$ cat config.mk
export PLATFORM = sky130hd
export DESIGN_NAME = inv_mask_pipe
export DESIGN_NICKNAME = d
export VERILOG_FILES = /design/src/rtl/inv_mask_pipe.sv
export SDC_FILE = /design/constraint.sdc
export NUM_CORES = 1
export LEC_CHECK = 0
export CAP_MARGIN = 40
export CORE_MARGIN = 2
export CORE_UTILIZATION = 44
export DETAILED_ROUTE_END_ITERATION = 8
export HOLD_SLACK_MARGIN = 0.15
export PLACE_DENSITY = 0.76
export SLEW_MARGIN = 25
export SYNTH_ARGS = -nofsm -noshare
export SYNTH_HDL_FRONTEND = slang
export SYNTH_SLANG_ARGS = --single-unit
$ cat constraint.sdc
create_clock -name clk -period 1.9 [get_ports clk]
set_clock_uncertainty 0.2 [all_clocks]
set_input_delay 0.285 -clock clk [delete_from_list [all_inputs] [get_ports clk]]
set_output_delay 0.285 -clock clk [all_outputs]
set_load 0.02 [all_outputs]
$ cat src/rtl/inv_mask_pipe.sv
// inv_mask_pipe: per-word invert/mask transform feeding a small output FIFO.
// A mask register supplies the XOR pattern, optionally rotating on each
// accepted word, and a 16-bit counter tracks how many words were accepted.
module inv_mask_pipe #(
  parameter int unsigned   N            = 8,
  parameter logic [N-1:0]  DEFAULT_MASK = N'({((N + 1) / 2){2'b01}}),
  parameter int unsigned   DEPTH        = 2
) (
  input  logic          clk,
  input  logic          n_reset,
  input  logic          in_valid,
  output logic          in_ready,
  input  logic [N-1:0]  in_data,
  input  logic [1:0]    mode,
  input  logic          mask_load,
  input  logic [N-1:0]  mask_in,
  output logic          out_valid,
  input  logic          out_ready,
  output logic [N-1:0]  out_data,
  output logic [N-1:0]  mask_q,
  output logic [15:0]   word_count
);

  localparam int unsigned PTR_W = $clog2(DEPTH);
  localparam int unsigned CNT_W = $clog2(DEPTH + 1);
  localparam int unsigned WC_W  = 16;

  localparam logic [1:0] MODE_PASS   = 2'b00;
  localparam logic [1:0] MODE_STATIC = 2'b01;
  localparam logic [1:0] MODE_ROT    = 2'b10;
  localparam logic [1:0] MODE_INV    = 2'b11;

  logic [N-1:0]     mem_q [DEPTH];
  logic [PTR_W-1:0] wr_ptr_q, wr_ptr_d;
  logic [PTR_W-1:0] rd_ptr_q, rd_ptr_d;
  logic [CNT_W-1:0] count_q, count_d;
  logic [N-1:0]     mask_reg_q, mask_reg_d;
  logic [WC_W-1:0]  wcnt_q, wcnt_d;
  logic             rdy_en_q;

  logic             accept;
  logic             pop;
  logic [N-1:0]     word;

  // Handshakes; in_ready depends only on registered state.
  assign in_ready  = rdy_en_q && (count_q < CNT_W'(DEPTH));
  assign out_valid = (count_q != '0);
  assign out_data  = out_valid ? mem_q[rd_ptr_q] : '0;
  assign accept    = in_valid && in_ready;
  assign pop       = out_valid && out_ready;
  assign mask_q     = mask_reg_q;
  assign word_count = wcnt_q;

  // Word transform using the mask value held before this edge.
  always_comb begin
    word = in_data;
    unique case (mode)
      MODE_PASS:   word = in_data;
      MODE_STATIC: word = in_data ^ mask_reg_q;
      MODE_ROT:    word = in_data ^ mask_reg_q;
      MODE_INV:    word = ~in_data;
      default:     word = in_data;
    endcase
  end

  // Next-state for mask, pointers, occupancy and accept counter.
  always_comb begin
    mask_reg_d = mask_reg_q;
    wr_ptr_d   = wr_ptr_q;
    rd_ptr_d   = rd_ptr_q;
    count_d    = count_q;
    wcnt_d     = wcnt_q;

    // An explicit load wins over rotation; the current word already used the old mask.
    if (mask_load) begin
      mask_reg_d = mask_in;
    end else if (accept && (mode == MODE_ROT)) begin
      mask_reg_d = {mask_reg_q[N-2:0], mask_reg_q[N-1]};
    end

    if (accept) begin
      wr_ptr_d = (wr_ptr_q == PTR_W'(DEPTH - 1)) ? '0 : wr_ptr_q + PTR_W'(1);
      wcnt_d   = wcnt_q + WC_W'(1);
    end
    if (pop) begin
      rd_ptr_d = (rd_ptr_q == PTR_W'(DEPTH - 1)) ? '0 : rd_ptr_q + PTR_W'(1);
    end

    unique case ({accept, pop})
      2'b10:   count_d = count_q + CNT_W'(1);
      2'b01:   count_d = count_q - CNT_W'(1);
      default: count_d = count_q;
    endcase
  end

  // Control state with asynchronous reset; rdy_en_q holds in_ready low until the first edge.
  always_ff @(posedge clk or negedge n_reset) begin
    if (!n_reset) begin
      mask_reg_q <= DEFAULT_MASK;
      wr_ptr_q   <= '0;
      rd_ptr_q   <= '0;
      count_q    <= '0;
      wcnt_q     <= '0;
      rdy_en_q   <= 1'b0;
    end else begin
      mask_reg_q <= mask_reg_d;
      wr_ptr_q   <= wr_ptr_d;
      rd_ptr_q   <= rd_ptr_d;
      count_q    <= count_d;
      wcnt_q     <= wcnt_d;
      rdy_en_q   <= 1'b1;
    end
  end

  // FIFO storage; contents are don't-care while the occupancy marks them empty.
  always_ff @(posedge clk) begin
    if (accept) begin
      mem_q[wr_ptr_q] <= word;
    end
  end

endmodule

== Word-level counts from Yosys, hierarchy flattened ==
Memory sizes are Yosys's and may differ from the RTL's.
Cells that the tools add are included.
Word-level totals
  bits in writable memories: 16
  bits in read-only memories: 0
  register bits: 29
  memories kept: 1
  logic and storage cells: 38
  output and inout bits: 34
  input bits: 23
  latch bits: 0
Memories
  mem_q: depth 2, bits a word 8, read ports 1, clocked after Yosys merged registers in 0, write ports 1, line 33  | logic [N-1:0] mem_q [DEPTH];
Operators by class
  $add $sub $neg: 5
  div/mod/pow operators: 0
  mux-type cells: 9
  equal/unequal tests: 5
  multiply operators: 0
  magnitude comparators: 1
  bitwise operators: 2
  shift operators: 0
  reduce and logical (&&, ||, !) cells: 9
Operator list (number)
  $mux 8: 3
  $pmux 8 s3: 1
  $add 16x1->16 const B: 1
  $not 8->8: 1
  $xor 8x8->8: 1
  $eq 2x2->1 const B: 3
  $reduce_bool 2->1: 3
  $eq 2x1->1 const B: 2
  $logic_and 1x1->1: 4
  $mux 1: 4
  $pmux 2 s2: 1
  $add 1x1->1 const B: 2
  $add 2x1->2 const B: 1
  $logic_not 2->1: 1
  $lt 2x2->1 const B: 1
  $reduce_or 2->1: 1
  $sub 2x1->2 const B: 1

== Longest topological paths before layout ==
  depth after elaboration: 6
  depth in mapped cells: 7
  mapped depth without buffers: 6

== Least setup slack after synthesis ==
Ideal clock, no wire load.
  path kind: register to register
  from: register count_q[1]
  to: memory mem_q[1][0], enable pin
  setup time: 370 ps
  stages on the path, launching flop included: 5
  required time: 1330 ps
  arrival: 1207 ps
  path slack: 123 ps
  path buffers: 1
  clock period less this slack: 1777 ps
  path through: dfrtp_1 > and3b_1 > buf_2 > inv_2 > nor2_1
Between the ends
  word-level cells in the longest chain between the ends: 5
Ends and longest elaborated chain
  start: declaration: line 36  | logic [CNT_W-1:0] count_q, count_d;
  start signal: assignment: line 109  | count_q <= count_d;
  $lt 2x2->1: line 46  | assign in_ready = rdy_en_q && (count_q < CNT_W'(DEPTH));
  $logic_and 1x1->1: line 46
  $logic_and 1x1->1: line 49  | assign accept = in_valid && in_ready;
  $mux 1: line 117  | if (accept) begin
  $mux 1 (not written as such): line 118  | mem_q[wr_ptr_q] <= word;
  end: declaration: line 33
No other way between the ends.

== Final worst setup path ==
  from: register rd_ptr_q
  to: output out_data[1]
Between the ends
  word-level cells in the longest chain between the ends: 2
Ends and longest elaborated chain
  start: declaration: line 35  | logic [PTR_W-1:0] rd_ptr_q, rd_ptr_d;
  start signal: assignment: line 108  | rd_ptr_q <= rd_ptr_d;
  $mem_v2 2x8
  $mux 8: line 48  | assign out_data = out_valid ? mem_q[rd_ptr_q] : '0;
  end: declaration: line 19  | output logic [N-1:0] out_data,
No other way between the ends.

==> qor.csv <==
metric,value,unit
status,"complete, no violations",
Avg Synthesized Cell Area,11.31,um^2
largest net degree at the start of global routing,30,
die area,0.005566,mm^2
CTS Hold Buffers Added,0,
vias in the first global route,1493,
fmax,545.6,MHz
initial antenna violation count,0,
clk_lat worst skew,0.28,ns
Area contributors post-synth,"dfrtp_1 (29%), edfxtp_1 (22%), mux2i_1 (7.3%), xnor2_1 (6.0%), dfstp_2 (4.8%)",
#FFs+latches synth,45,
gate count of the mapped netlist,194,
first-pass GRT wire length,6762,um
Initial Util,0.4613,
initial drt markers,73,
CP endpoint kind,output port,
unrepaired setup endpoints after global routing,false,
"Async S/R FF share, synth",0.6444,
share of the clock period used by the worst path,0.9647,
top cell type's share of synthesized area,0.2852,
Core ar.,0.004755,mm^2
CP Cell Sequence,buf_4 -> mux2i_1 -> nor2_1 -> clkdlybuf4s15_1,
WL final,4207,um
Max Fanout on Critical Path,4,
critical path launch point type,flip-flop,
gr usage total,0.1588,
distinct cell type count after synthesis,35,
leakage power,0.001332,uW
Congestion Overflow GR,0,
Wirelength per Cell,12.60,um
Register-to-Register Path Depth,6,
flop2flop setup slack,0.19,ns
Remaining DRCs,0,
Vias/cell,4.805,
number of buffers inserted during clock tree synthesis,5,
max_cap viols,0,
routed vias,1605,
DIE WIDTH,74.61,um
sequential area share after synthesis,0.5522,
CP peak stage delay,0.38,ns
Synth area leader,dfrtp_1,
n_diodes,0,
Placer Congestion,0.7609,
YS warnings,0,
"Arr. time, crit path",1.35,ns
I/O pins,57,
layout cells sized above 1,0.1386,
Setup Slack @ Placement,-0.3809,ns
"Clk pin slew, worst setup/hold paths",0.08,ns
reg2reg end,count_q[1],
Die Height,74.61,um
Fin Hold WS,0.1704,ns
Syn Std Cell Area,0.002193,mm^2
Num Clock Sinks,45,
reg2reg start,count_q[1],
Site Rows,25,
Post-synth EDFFs,16,
Layout area overhead,36.68,%
Top delay family on crit path,buffers and inverters,
remaining antenna violation count,0,
Fin. Hold Viols,0,
Crit-path slowest cell,dfrtp_1,
Slew Limit Fails,0,
final setup fails,0,
Final HPWL DP,3217,um
buffers added on ports,56,
Post-Syn Nets,222,
crit path buf inv count,2,
TritonCTS clock tree,done,
Pwr Density,995.8,mW/mm^2
Clock Path Buffers,2,
net count reported at finish,294,
H-tree levels,2,
Final min period,1.833,ns
total iterations of the first detailed-routing run,4,
setup ws final,0.06712,ns
maximum VDD drop,0.0004033,V
CTS root buffer,clkbuf_8,
post-CTS setup buffer count,0,
Main synth FF type,dfrtp_1,
HP Class,in2async,
"Req. time, crit path",1.41,ns
CTS resizes,15,
critical path class,reg2out,
synthesized netlist by cell type (2+ instances only):
| library cell | instances |
|---|---|
| inv_1 | 4 |
| xnor2_1 | 15 |
| nor2b_1 | 7 |
| edfxtp_1 | 16 |
| o21ai_1 | 9 |
| mux2_2 | 3 |
| o21ai_0 | 4 |
| ha_1 | 5 |
| nand2_1 | 19 |
| nor2_1 | 19 |
| xor2_1 | 5 |
| and2_1 | 4 |
| dfrtp_1 | 25 |
| clkbuf_1 | 2 |
| mux2i_1 | 16 |
| nand3_1 | 8 |
| buf_2 | 3 |
| and3_1 | 2 |
| o211ai_1 | 4 |
| a221o_1 | 3 |
| dfstp_2 | 4 |
| nor3b_1 | 4 |
flip-flops by register name (all words and copies together) (netlist names):
name / flops
wr_ptr_q: 1
rd_ptr_q: 1
rdy_en_q: 1
count_q: 2
word_count: 16
mask_q: 8
mem_q: 16
metrics by stage:
step	utilization	cells	total power, uW	cell area [um^2]	TNS (ns)
after floorplan	-	194	1959	2193	0
after global placement	0.6150	326	2532	2924	-3.869
after detailed placement	0.6150	326	2555	2924	-4.797
after CTS	0.6289	334	3021	2990	0
after global routing	0.6305	334	3171	2998	0
final	0.6305	334	2985	2998	0
worst max-delay path by stage:
stage	startpoint	end	depth (start not counted)
final	rd_ptr_q	out_data[1]	4
after global routing	rd_ptr_q	out_data[2]	4
after floorplan	count_q[1]	mem_q[1][0]	4
after detailed placement	mode[0]	mem_q[1][1]	6
after global placement	mode[0]	mem_q[0][5]	6
after CTS	mode[0]	mem_q[0][6]	6
layer usage:
metal / vias up / track usage / routed length, um
met1: 757 / 0.2266 / 1986
li1: 814 / - / -
met3: 4 / 0.02168 / 112
met2: 30 / 0.2468 / 2059
met4: 0 / 0.06349 / 48
met5: - / 0 / 0
area by class of cell:
class | count | area (um^2)
tap | 67 | 83.83
fill | 435 | 1757
inverter | 5 | 18.77
sequential | 45 | 1211
multi-input combinational | 137 | 942.2
clock inverter | 3 | 12.51
clock buffer | 5 | 68.82
timing repair buffer | 72 | 660.6
placed cells by master (no fill, tap or decap), types with 2 or more instances in the layout:
master and n:
nor2b_1 7, xnor2_1 15, edfxtp_1 16, a221o_1 3, o211ai_1 4, mux2i_1 16, nor2_1 19, xor2_1 5
buf_4 16, dfstp_2 4, clkinv_1 2, and3_1 2, ha_1 4, o21ai_1 9, inv_2 2, inv_1 3
o21ai_0 4, nor3b_1 4, clkdlybuf4s15_1 5, clkdlybuf4s50_1 41, nand2_1 19, dfrtp_1 25, and2_1 4, clkbuf_2 3
dlygate4sd2_1 6, mux2_2 3, clkbuf_8 5, nand3_1 8
power by group:
| part | internal (uW) | leakage [uW] | switching [uW] |
|---|---|---|---|
| clock network | 248 | 0.0000430 | 296 |
| registers | 1170 | 0.000513 | 104 |
| logic | 560 | 0.000776 | 607 |
| total | 1980 | 0.00133 | 1010 |
worst reg2reg max path, stage by stage (launching register included):
cell and delay [ns]:
dfrtp_1 0.39, buf_4 0.15, and3b_1 0.25, inv_2 0.07
ha_1 0.31, nor2_1 0.14, xor2_1 0.14
logic make-up (layout without fill, tap and decap cells):
family,after synthesis,count (layout),share of synthesized area
AND/OR/NAND/NOR,70,70,0.1626
flip-flops,45,45,0.5522
AO/OA/AOI/OAI,22,22,0.06275
XOR/XNOR,20,20,0.07986
multiplexers,19,19,0.08842
buffers and inverters,12,85,0.02395
adder cells (fa/ha/maj),5,5,0.02852
other,1,1,0.001710
No activity file was read; power rests on OpenSTA's default activity.
